$ cat config.mk
export PLATFORM = sky130hd
export DESIGN_NAME = av2_coeff_symbol_encoder
export DESIGN_NICKNAME = d
export VERILOG_FILES = /design/src/rtl/av2_coeff_symbol_encoder.sv
export SDC_FILE = /design/constraint.sdc
export NUM_CORES = 1
export LEC_CHECK = 0
export CAP_MARGIN = 40
export CORE_ASPECT_RATIO = 1.1
export CORE_MARGIN = 10
export CORE_UTILIZATION = 55
export DETAILED_ROUTE_END_ITERATION = 16
export PLACE_DENSITY = 0.8
export SYNTH_ARGS = -nofsm -noshare
export SYNTH_HDL_FRONTEND = slang
export SYNTH_SLANG_ARGS = --single-unit
$ cat constraint.sdc
create_clock -name clk -period 36.3 [get_ports clk]
set_input_delay 9.075 -clock clk [delete_from_list [all_inputs] [get_ports clk]]
set_output_delay 9.075 -clock clk [all_outputs]
set_load 0.01 [all_outputs]
$ cat src/rtl/av2_coeff_symbol_encoder.sv
// Buffers one transform block of addressed coefficients, finds EOB and streams the first
// min(EOB, MAX_SYMBOLS) coefficients out as symbols with their position as context.
module av2_coeff_symbol_encoder #(
  parameter int unsigned MAX_COEFFS  = 4096,
  parameter int unsigned MAX_SYMBOLS = 16
) (
  input  logic        clk,
  input  logic        rst_n,
  input  logic        start,
  input  logic [5:0]  tx_size,
  input  logic [15:0] coeff_in,
  input  logic [11:0] coeff_addr_in,
  input  logic        coeff_in_last,
  input  logic        coeff_in_valid,
  output logic        coeff_in_ready,
  output logic [15:0] symbol_out,
  output logic [15:0] symbol_ctx,
  output logic        symbol_out_valid,
  input  logic        symbol_out_ready,
  output logic [15:0] num_symbols,
  output logic        error,
  output logic        busy,
  output logic        done
);

  localparam int unsigned BufAw = $clog2(MAX_SYMBOLS);
  localparam logic [12:0] MaxSym = 13'(MAX_SYMBOLS);
  localparam logic [12:0] MaxCoeffsCap = 13'(MAX_COEFFS);

  typedef enum logic [2:0] {StIdle, StLoad, StPrep, StEmit, StDone} state_e;

  state_e      state_q, state_d;
  logic [12:0] max_q, max_d;
  logic [12:0] eob_q, eob_d;
  logic [12:0] idx_q, idx_d;
  logic [12:0] n_q, n_d;
  logic [15:0] num_q, num_d;
  logic [15:0] sym_q, sym_d;
  logic [15:0] ctx_q, ctx_d;
  logic        vld_q, vld_d;
  logic        rdy_q, rdy_d;
  logic        err_q, err_d;
  logic        done_q, done_d;

  // Only the first MAX_SYMBOLS positions can ever be emitted; higher positions only move EOB.
  logic [15:0] buf_q [MAX_SYMBOLS];
  logic [15:0] buf_d [MAX_SYMBOLS];

  logic [12:0] addr_w, addr_p1, idx_nxt, n_calc, max_dec;

  always_comb begin
    unique case (tx_size)
      6'd4:    max_dec = 13'd16;
      6'd8:    max_dec = 13'd64;
      6'd16:   max_dec = 13'd256;
      6'd32:   max_dec = 13'd1024;
      6'd64:   max_dec = 13'd4096;
      default: max_dec = 13'd256;
    endcase
    if (max_dec > MaxCoeffsCap) max_dec = MaxCoeffsCap;
  end

  assign addr_w  = {1'b0, coeff_addr_in};
  assign addr_p1 = addr_w + 13'd1;
  assign idx_nxt = idx_q + 13'd1;
  assign n_calc  = (eob_q == 13'd0) ? 13'd1 : ((eob_q > MaxSym) ? MaxSym : eob_q);

  always_comb begin
    state_d = state_q;
    max_d   = max_q;
    eob_d   = eob_q;
    idx_d   = idx_q;
    n_d     = n_q;
    num_d   = num_q;
    sym_d   = sym_q;
    ctx_d   = ctx_q;
    vld_d   = vld_q;
    rdy_d   = rdy_q;
    err_d   = err_q;
    done_d  = done_q;
    buf_d   = buf_q;
    unique case (state_q)
      StIdle: begin
        if (start) begin
          max_d   = max_dec;
          buf_d   = '{default: '0};
          eob_d   = '0;
          idx_d   = '0;
          err_d   = 1'b0;
          num_d   = '0;
          rdy_d   = 1'b1;
          state_d = StLoad;
        end
      end
      StLoad: begin
        if (coeff_in_valid && rdy_q) begin
          if (addr_w < max_q) begin
            if (addr_w < MaxSym) buf_d[addr_w[BufAw-1:0]] = coeff_in;
            if (coeff_in != 16'd0 && addr_p1 > eob_q) eob_d = addr_p1;
          end else begin
            err_d = 1'b1;
          end
          if (coeff_in_last) begin
            rdy_d   = 1'b0;
            state_d = StPrep;
          end
        end
      end
      StPrep: begin
        n_d     = n_calc;
        num_d   = {3'b0, n_calc};
        sym_d   = buf_q[0];
        ctx_d   = '0;
        vld_d   = 1'b1;
        idx_d   = '0;
        state_d = StEmit;
      end
      StEmit: begin
        if (vld_q && symbol_out_ready) begin
          if (idx_q < n_q - 13'd1) begin
            idx_d = idx_nxt;
            sym_d = buf_q[idx_nxt[BufAw-1:0]];
            ctx_d = {3'b0, idx_nxt};
          end else begin
            vld_d   = 1'b0;
            done_d  = 1'b1;
            state_d = StDone;
          end
        end
      end
      StDone: begin
        done_d  = 1'b0;
        state_d = StIdle;
      end
      default: state_d = StIdle;
    endcase
  end

  always_ff @(posedge clk or negedge rst_n) begin
    if (!rst_n) begin
      state_q <= StIdle;
      max_q   <= '0;
      eob_q   <= '0;
      idx_q   <= '0;
      n_q     <= '0;
      num_q   <= '0;
      sym_q   <= '0;
      ctx_q   <= '0;
      vld_q   <= 1'b0;
      rdy_q   <= 1'b0;
      err_q   <= 1'b0;
      done_q  <= 1'b0;
    end else begin
      state_q <= state_d;
      max_q   <= max_d;
      eob_q   <= eob_d;
      idx_q   <= idx_d;
      n_q     <= n_d;
      num_q   <= num_d;
      sym_q   <= sym_d;
      ctx_q   <= ctx_d;
      vld_q   <= vld_d;
      rdy_q   <= rdy_d;
      err_q   <= err_d;
      done_q  <= done_d;
    end
  end

  // Buffer is deliberately not reset; every block clears it on start.
  always_ff @(posedge clk) begin
    buf_q <= buf_d;
  end

  assign coeff_in_ready   = rdy_q;
  assign symbol_out       = sym_q;
  assign symbol_ctx       = ctx_q;
  assign symbol_out_valid = vld_q;
  assign num_symbols      = num_q;
  assign error            = err_q;
  assign busy             = (state_q != StIdle);
  assign done             = done_q;

endmodule

== After elaboration in Yosys (flattened, before gate mapping) ==
Cells that the tools add are included.

* Add/subtract/negate cells: 3
* Reduce and logical (&&, ||, !) cells: 25
* Bitwise gates (word level): 2
* Muxes and demuxes: 51
* $lt $le $gt $ge: 9
* Equality and inequality tests: 17

{| class="wikitable"
|+ Operators by type and width
! cell !! number
|-
| 256-bit two-way mux || 4
|-
| 256-bit one-hot mux with 2 select lines || 1
|-
| 256-bit bitwise mux || 1
|-
| 16-bit two-way mux || 8
|-
| 13-bit two-way mux || 9
|-
| 16-bit one-hot mux with 2 select lines || 3
|-
| 16-bit binary-select mux with 4-bit select || 1
|-
| 16-bit demux with 4-bit select || 1
|-
| 13-bit one-hot mux with 4 select lines || 1
|-
| 13-bit one-hot mux with 3 select lines || 1
|-
| 13-bit one-hot mux with 2 select lines || 1
|-
| 2-bit inequality test, second input constant || 10
|-
| 16-bit nonzero test || 1
|-
| 3-bit two-way mux || 5
|-
| 5-bit AND reduction || 3
|-
| 12-bit by 1-bit adder with 13-bit output, second input constant || 1
|-
| 13-bit by 1-bit adder with 13-bit output, second input constant || 1
|-
| 13-bit greater-than comparator || 1
|-
| 13-bit greater-than comparator, second input constant || 1
|-
| 13-bit by 5-bit greater-than comparator with 1-bit output, second input constant || 1
|-
| 13-bit logical NOT || 1
|-
| 12-bit by 13-bit less-than comparator with 1-bit output || 1
|-
| 13-bit less-than comparator || 1
|-
| 13-bit by 1-bit subtractor with 13-bit output, second input constant || 1
|-
| other kinds (21) || 48
|}

* Output and inout bits: 53
* Register bits: 363
* Logic and storage cells: 135
* Input port bits: 40

== Depth between registers and ports, before layout ==
Gate-level depths: netlist of run 1.

* Depth in word-level cells: 10
* Mapped depth: 13

== Least setup slack after synthesis of run 1 ==
OpenSTA, ideal clock, no wires.

* Path type: in2reg
* From: in coeff_addr_in[10]
* To: reg buf_q[0] in the netlist's numbering (enable)
* Data arrival time: 21.402 ns
* Slack: 13.990 ns
* Buffers on the path: 0
* Cell stages on the path: 5
* Cell sequence: ha_1 nor4_1 o211ai_1 a2111oi_2 nor2b_1

* Cells in the longest elaborated chain, start to end: 3
* Elaborated cells between the ends (all ways): 5
* Classes of those cells: 2 x order compare; 2 x eq/ne; 1 x reduce/logical

{| class="wikitable"
|+ RTL lines
! element !! RTL line !! source
|-
| from (decl) || 12 || <nowiki>input logic [11:0] coeff_addr_in,</nowiki>
|-
| 12-bit by 13-bit less-than comparator with 1-bit output or 12-bit by 5-bit less-than comparator with 1-bit output (tied branches) || 97, 98 ||
|-
| 2-bit inequality test (no source line) || - ||
|-
| 5-bit AND reduction (no source line) * || - ||
|-
| to (signal assigned) || 171 || <nowiki>buf_q <= buf_d;</nowiki>
|-
| to (decl) || 46 || <nowiki>logic [15:0] buf_q [MAX_SYMBOLS];</nowiki>
|}

Mark *: on every way between the ends. The rest lies on a longest branch, timed or not.
A chain may end at the register's enable or synchronous reset.

== Worst setup path after layout of run 1 ==
* From: in coeff_addr_in[10]
* To: reg buf_q[166] in the netlist's numbering (enable)

Same word-level chain as after synthesis.

==> results of run 1 <==
sequential cells by signal (all words and copies together) (netlist names):
register,count
max_q,5
symbol_ctx,13
buf_q,256
done,1
idx_q,13
num_symbols,13
eob_q,13
symbol_out,16
error,1
symbol_out_valid,1
coeff_in_ready,1
n_q,13
state_q,3
cell usage in the layout (no fill, tap or decap), drive strengths merged, types with 3 or more instances in the layout:
| cell type | instances |
|---|---|
| clkdlybuf4s50 | 85 |
| nand4 | 11 |
| clkbuf | 48 |
| nand2 | 588 |
| edfxtp | 256 |
| ha | 35 |
| nor4 | 18 |
| mux4 | 64 |
| clkinv | 9 |
| and2 | 26 |
| nor3 | 12 |
| nand2b | 4 |
| nand3 | 76 |
| a21oi | 267 |
| a22o | 5 |
| o211ai | 19 |
| or3b | 3 |
| mux2 | 9 |
| inv | 27 |
| nor2 | 20 |
| a31oi | 3 |
| dfrtp | 93 |
| conb | 6 |
| nor2b | 5 |
| o21ai | 34 |
| xor2 | 12 |
| a211oi | 3 |
| mux2i | 44 |
| o31ai | 6 |
| nor3b | 3 |
| xnor2 | 21 |
| buf | 41 |
| and3 | 15 |
per-layer routing:
metal | track usage [%] | share of wire, % | vias up
met5 | 0 | 0 | -
met4 | 10.9 | 4.4 | 0
met3 | 4.12 | 11 | 138
met2 | 41.5 | 50 | 889
met1 | 28.8 | 35 | 7129
li1 | - | - | 6602
report_power, final:
part,internal (mW),switching [mW]
registers,0.436,0.0133
logic,0.0910,0.129
clock network,0.188,0.155
total,0.716,0.297
area by class of cell:
type | count | area (µm²) | area share [%]
clock buffers | 48 | 966 | 4.58
repair buffers | 126 | 1350 | 6.39
well taps | 432 | 541 | 2.56
multi-input cells | 1330 | 8030 | 38.1
flip-flops and latches | 349 | 10000 | 47.5
clock inverters | 13 | 91.3 | 0.433
inverters | 25 | 93.8 | 0.445
per-stage QoR:
step                hold WS, ps  cell area [µm²]  worst slack [ps]  power [mW]  instances
floorplan                   442            18800             13990       0.586       1871
global placement            464            19800             22940       0.663       2250
detailed placement          458            20000             23320       0.673       2262
CTS                         474            21100             23860        1.01       2323
global route                496            21100             23670        1.04       2323
finish                      476            21100             23810        1.01       2323
logic make-up after synthesis:
family                   Yosys count  synth area share, %
AND/OR/NAND/NOR                  787                 17.7
multiplexers                     117                 10.6
flip-flops                       349                 53.3
other                              1               0.0200
adder cells (fa/ha/maj)           35                 2.33
XOR/XNOR                          33                 1.54
buffers and inverters            192                 4.28
AO/OA/AOI/OAI                    352                 10.3
worst max-delay path by stage:
stage	from	end	slack [ps]	cells past startpoint
2_1_floorplan	coeff_addr_in[10]	buf_q[0]	13990	5
5_1_grt	coeff_addr_in[6]	buf_q[85]	23670	10
4_1_cts	coeff_addr_in[10]	buf_q[85]	23860	10
3_5_place_dp	coeff_addr_in[10]	buf_q[102]	23320	10
6_report	coeff_addr_in[10]	buf_q[166]	23810	10
3_3_place_gp	coeff_addr_in[10]	buf_q[18]	22940	8
worst register-to-register path: cells and delay by family, from the launching register on:
family          cells  cell delay [ps]
simple gates        6             1940
xor+xnor            1              100
compound gates      2              590
buf+inv             1              300
flops               1              440
fa+ha+maj           1              320
==> summary.txt, run 1 <==
Logic synthesis
  – Area share of the largest cell type after synthesis: between 40% and 50%
  – Syn Inst Count: roughly 1.9k
  – Synth cell count leaders: 588 x nand2_1, 267 x a21oi_1, 256 x edfxtp_1
  – Synth warnings: 0
  – Post-synthesis sequential area ratio: approximately 53%
  – Top post-synthesis cells by area: edfxtp_1 41%, dfrtp_1 12%, nand2_1 12%, mux4_2 7.7%, a21oi_1 7.1%
  – Post-synthesis async set-or-reset flop share: approximately a quarter
  – Most common cell in the netlist: nand2_1
  – Top FF cell, synth: edfxtp_1
  – Syn Area/Cell: about 10 µm²
  – Synth unique cells: 56
  – Cell taking the most area after synthesis: edfxtp_1
  – FF+latch count, synth: between 300 and 400
  – Synthesized cell area: 0.0188 mm²
  – Post-synth EDFFs: ~260

Clocking
  – Clock slew at reported path FFs: around 70 ps
  – Clock tree buffer depth: 3
  – CTS root buffer: clkbuf_16
  – Htree depth: 2
  – Clk_lat worst skew: about 530 ps
  – # hold bufs at CTS: 0
  – Setup bufs post-CTS: 0
  – CTS tree: yes
  – CTS Sinks: 349
  – CTS buffer count: 35
  – Post-CTS sizing: 0

Routing
  – Drt first pass iters: 7
  – Final WL: approximately 52000 µm
  – Routed vias: around 15k
  – Routed Antenna Nets: 0
  – Vias/cell: ~6.4
  – WL/cell: about 22 µm
  – DR iter-0 viols: ~1.9k
  – Drt drc: 0

Placed design
  – IO buf count: between 80 and 90
  – Post-DP HPWL: about 33000 µm
  – Global placement routability congestion: 0.885

Timing
  – Crit path time final: 12490 ps
  – Final-report hold violation count: 0
  – Fmax: around 0.08 GHz
  – Period Utilization, post-route: between 30% and 40%
  – Least-Margin Pin Slew: between 900 and 1000 ps
  – Setup TNS: 0 ps
  – Slew headroom: between 30% and 40%
  – Setup violators final: 0
  – Clk_skew: 19.2 ps
  – Final Max Tran Viols: 0
  – RSZ-0062 raised after global routing: false

Final layout
  – Fillers: about 2.6k
  – Post-Route Utilization: between 60% and 70%
  – Nets: 1942
  – Diodes inserted: 0
  – Layout cells sized above 1: 9.31%
  – Area delta synth->final: 12.3%

Job
  – MaxCap Viol Count: 0

Setup path
  – Slowest cell on crit path: a2111oi_2
  – Worst R2R End: symbol_out[2]
  – CP max FO: 54
  – Cell Chain, Critical Path: clkdlybuf4s50_1 > ha_1 > nor4_1 > o211ai_1 > a2111oi_2 > nor2b_4 > buf_4 > buf_16 > buf_4 > buf_16
  – CP top delay family: buffers and inverters
  – Reg2reg start: n_q[4]
  – R2r setup slk: ~32000 ps
  – Worst setup SP type: input pin
  – Critical path class: input pin to register
  – CP Capture Type: register
  – Arr. time, crit path: 12680 ps
  – Worst R2R Path Depth: 11
  – CP max stage delay: 530 ps
  – Critical Path RT: ~37000 ps
  – WP buf/inv: 5

Floorplan
  – I/O pins: a little over 90
  – Chip width: 196 µm
  – Placement row count: 70
  – Initial Util: between 50% and 60%
  – Die area: between 0.04 and 0.05 mm²
  – Die height: ~210 µm
  – Core Area: roughly 0.033 mm²

GRT
  – First-pass GRT wire length: approximately 81000 µm
  – Pin count of the biggest net entering global routing: 83
  – Total GRT Usage: 24.0%
  – GRT overflow: 0
  – Vias in the first global route: 14.6k
  – Antenna violations before repair: 0

Power
  – Leak: roughly 7.6 nW
  – Power per cell area: approximately 48 mW/mm²
  – VDD IR max: about 0.034 mV

Hold path
  – HP Class: register to register
  – Worst hold endpoint: error
  – Hold Crit Start: error
  – Hold Path Cell Cnt: 2

Run status
  – Status: completed
Note: power is estimated with default switching activity, not from simulation.
==> inputs of run 2 (changes only) <==
clock period = 13 ns   (was 36.3 ns; I/O delays follow)
==> run 2 against run 1 <==
- register-to-register slack worse by 23000 ps
- via count shrank 1.2%
- critical endpoint is now buf_q[122]
- total power rose to 2.9 times the previous value
- flip-flop and latch count did not move
- first-iteration DRC count rose by 4.9%
==> summary.txt, run 2 (synthesized netlist as in run 1, its figures left out) <==
Timing
  – Final Max Tran Viols: 0 (unchanged)
  – Setup violators final: 0 (unchanged)
  – Fmax: between 0.1 and 0.15 GHz
  – Final-report hold violation count: 0 (unchanged)
  – RSZ-0062 raised after global routing: false
  – Period Utilization, post-route: 52.1%
  – Setup ws final: 6220 ps (-17590 ps)
  – WHS: 480 ps (+4.09 ps)
  – Slew headroom: 15.0% (-22 points)
  – Crit path time final: 6780 ps
  – Setup TNS: 0 ps (unchanged)
  – Least-Margin Pin Slew: 1270 ps (+330 ps)
  – Clk_skew: 23.1 ps (+3.86 ps)

GRT
  – Vias in the first global route: 14.3k (-2.2%)
  – Antenna violations before repair: 0 (unchanged)
  – First-pass GRT wire length: 79200 µm (-1.7%)
  – Pin count of the biggest net entering global routing: 249 (+200%)
  – GRT overflow: 0 (unchanged)
  – Total GRT Usage: 23.5% (-0.46 points)

Final layout
  – Layout cells sized above 1: 9.17% (-0.13 points)
  – Commonest non-fill, non-tap cells in the layout: 588 x nand2_1, 267 x a21oi_1, 256 x edfxtp_1
  – Final Cell Area: 0.0211 mm² (about the same)
  – Post-Route Utilization: 63.1% (about the same)
  – Commonest non-fill, non-tap cell in the layout: nand2_1
  – Most flops, register: buf_q
  – Non-filler cells, final: 2318 (-0.22%)
  – Nets: 1934 (-0.41%)
  – Fillers: 2508 (-2.5%)
  – Area delta synth->final: 12.3% (about the same)
  – Diodes inserted: 0 (unchanged)
  – Max reg flops: 256 (unchanged)

Clocking
  – Setup bufs post-CTS: 0 (unchanged)
  – Clock tree buffer depth: 3 (unchanged)
  – CTS Sinks: 349 (unchanged)
  – # hold bufs at CTS: 0 (unchanged)
  – CTS buffer count: 36 (+2.9%)
  – CTS root buffer: clkbuf_16
  – Clk_lat worst skew: 530 ps (about the same)
  – CTS tree: yes
  – Clock slew at reported path FFs: 60 ps (about the same)
  – Post-CTS sizing: 0 (unchanged)
  – Htree depth: 2 (unchanged)

Power
  – Pwr Total: 2.93 mW (+190%)
  – Leak: 7.64 nW (+0.19%)
  – Power per cell area: 139 mW/mm² (+190%)
  – VDD IR max: 0.108 mV (+220%)

Job
  – MaxCap Viol Count: 0 (unchanged)

Floorplan
  – Die area: 0.0420 mm² (unchanged)
  – Die height: 214 µm (unchanged)
  – Core Area: 0.0335 mm² (unchanged)
  – Chip width: 196 µm (unchanged)
  – Placement row count: 70 (unchanged)
  – I/O pins: 93 (unchanged)
  – Initial Util: 56.1% (unchanged)

Setup path
  – Critical Path RT: 13190 ps (-23310 ps)
  – Arr. time, crit path: 6970 ps (-5710 ps)
  – WP buf/inv: 4 (-1)
  – Slowest cell on crit path: buf_12
  – CP Capture Type: register
  – Cell Chain, Critical Path: clkdlybuf4s50_1 > ha_1 > nor4_1 > o211ai_1 > a2111oi_2 > nor2b_4 > buf_12 > buf_4 > buf_16
  – CP max stage delay: 600 ps (+70 ps)
  – Worst setup SP type: input pin
  – Critical path class: input pin to register
  – CP top delay family: buffers and inverters
  – CP max FO: 178 (+230%)

Placed design
  – Post-DP HPWL: 32000 µm (-3.6%)
  – Placed cell area: 0.0199 mm² (-0.86%)
  – Place WS: 5790 ps (-17530 ps)
  – IO buf count: 86 (unchanged)
  – Global placement routability congestion: 0.877 (-0.89%)
  – Placed cells: 2253 (-0.40%)

Hold path
  – HP Class: register to register

Routing
  – Drt first pass iters: 8 (+1)
  – Routed Antenna Nets: 0 (unchanged)
  – Final WL: 50600 µm (-2.3%)
  – DR iter-0 viols: 2015 (+4.9%)
  – Routed vias: 14.6k (-1.2%)
  – Vias/cell: 6.29 (-0.97%)
  – WL/cell: 21.8 µm (-2.1%)
  – Drt drc: 0 (unchanged)

Run status
  – Status: completed
## run 2: area by class of cell
class / count / area [µm²] / share of cell area, %
Tap cell: 432 / 541 / 2.56
Timing Repair Buffer: 117 / 1180 / 5.58
Clock inverter: 19 / 221 / 1.05
Multi-Input combinational cell: 1330 / 8030 / 38.1
Clock buffer: 46 / 1010 / 4.81
Inverter: 25 / 93.8 / 0.445
Sequential cell: 349 / 10000 / 47.5
## run 2: report_power, final
group | internal, mW | switching (mW) | total [mW] | leakage [nW]
combinational | 0.245 | 0.341 | 0.586 | 2.93
clock | 0.651 | 0.425 | 1.08 | 0.609
sequential | 1.22 | 0.0472 | 1.27 | 4.09
## run 2: final timing paths
| path | startpoint | end | slack [ps] | cells after the start |
|---|---|---|---|---|
| worst max-delay path | coeff_addr_in[10] | buf_q[122] | 6220 | 9 |
| worst min-delay path | num_symbols[0] | num_symbols[0] | 480 | 2 |
| worst max register to register | state_q[0] | buf_q[122] | 9090 | 7 |
| worst min register to register | num_symbols[0] | num_symbols[0] | 480 | 2 |
| max in group asynchronous | rst_n | idx_q[0] | 9430 | 3 |
| min in group asynchronous | rst_n | max_q[4] | 2600 | 1 |
## run 2: metal layers
metal | vias up | part of all wire [%] | track usage [%]
met5 | - | 0 | 0
met4 | 0 | 4.7 | 11.0
met3 | 122 | 9.9 | 3.91
met2 | 830 | 50 | 40.6
met1 | 7074 | 35 | 28.4
li1 | 6558 | - | -
## run 2: worst reg2reg max path, delay by kind of cell (launching register included)
family | cells | cell delay [ps]
and+or+nand+nor | 3 | 840
AOI/OAI and AO/OA | 1 | 560
DFF | 1 | 510
buffers and inverters | 3 | 1620
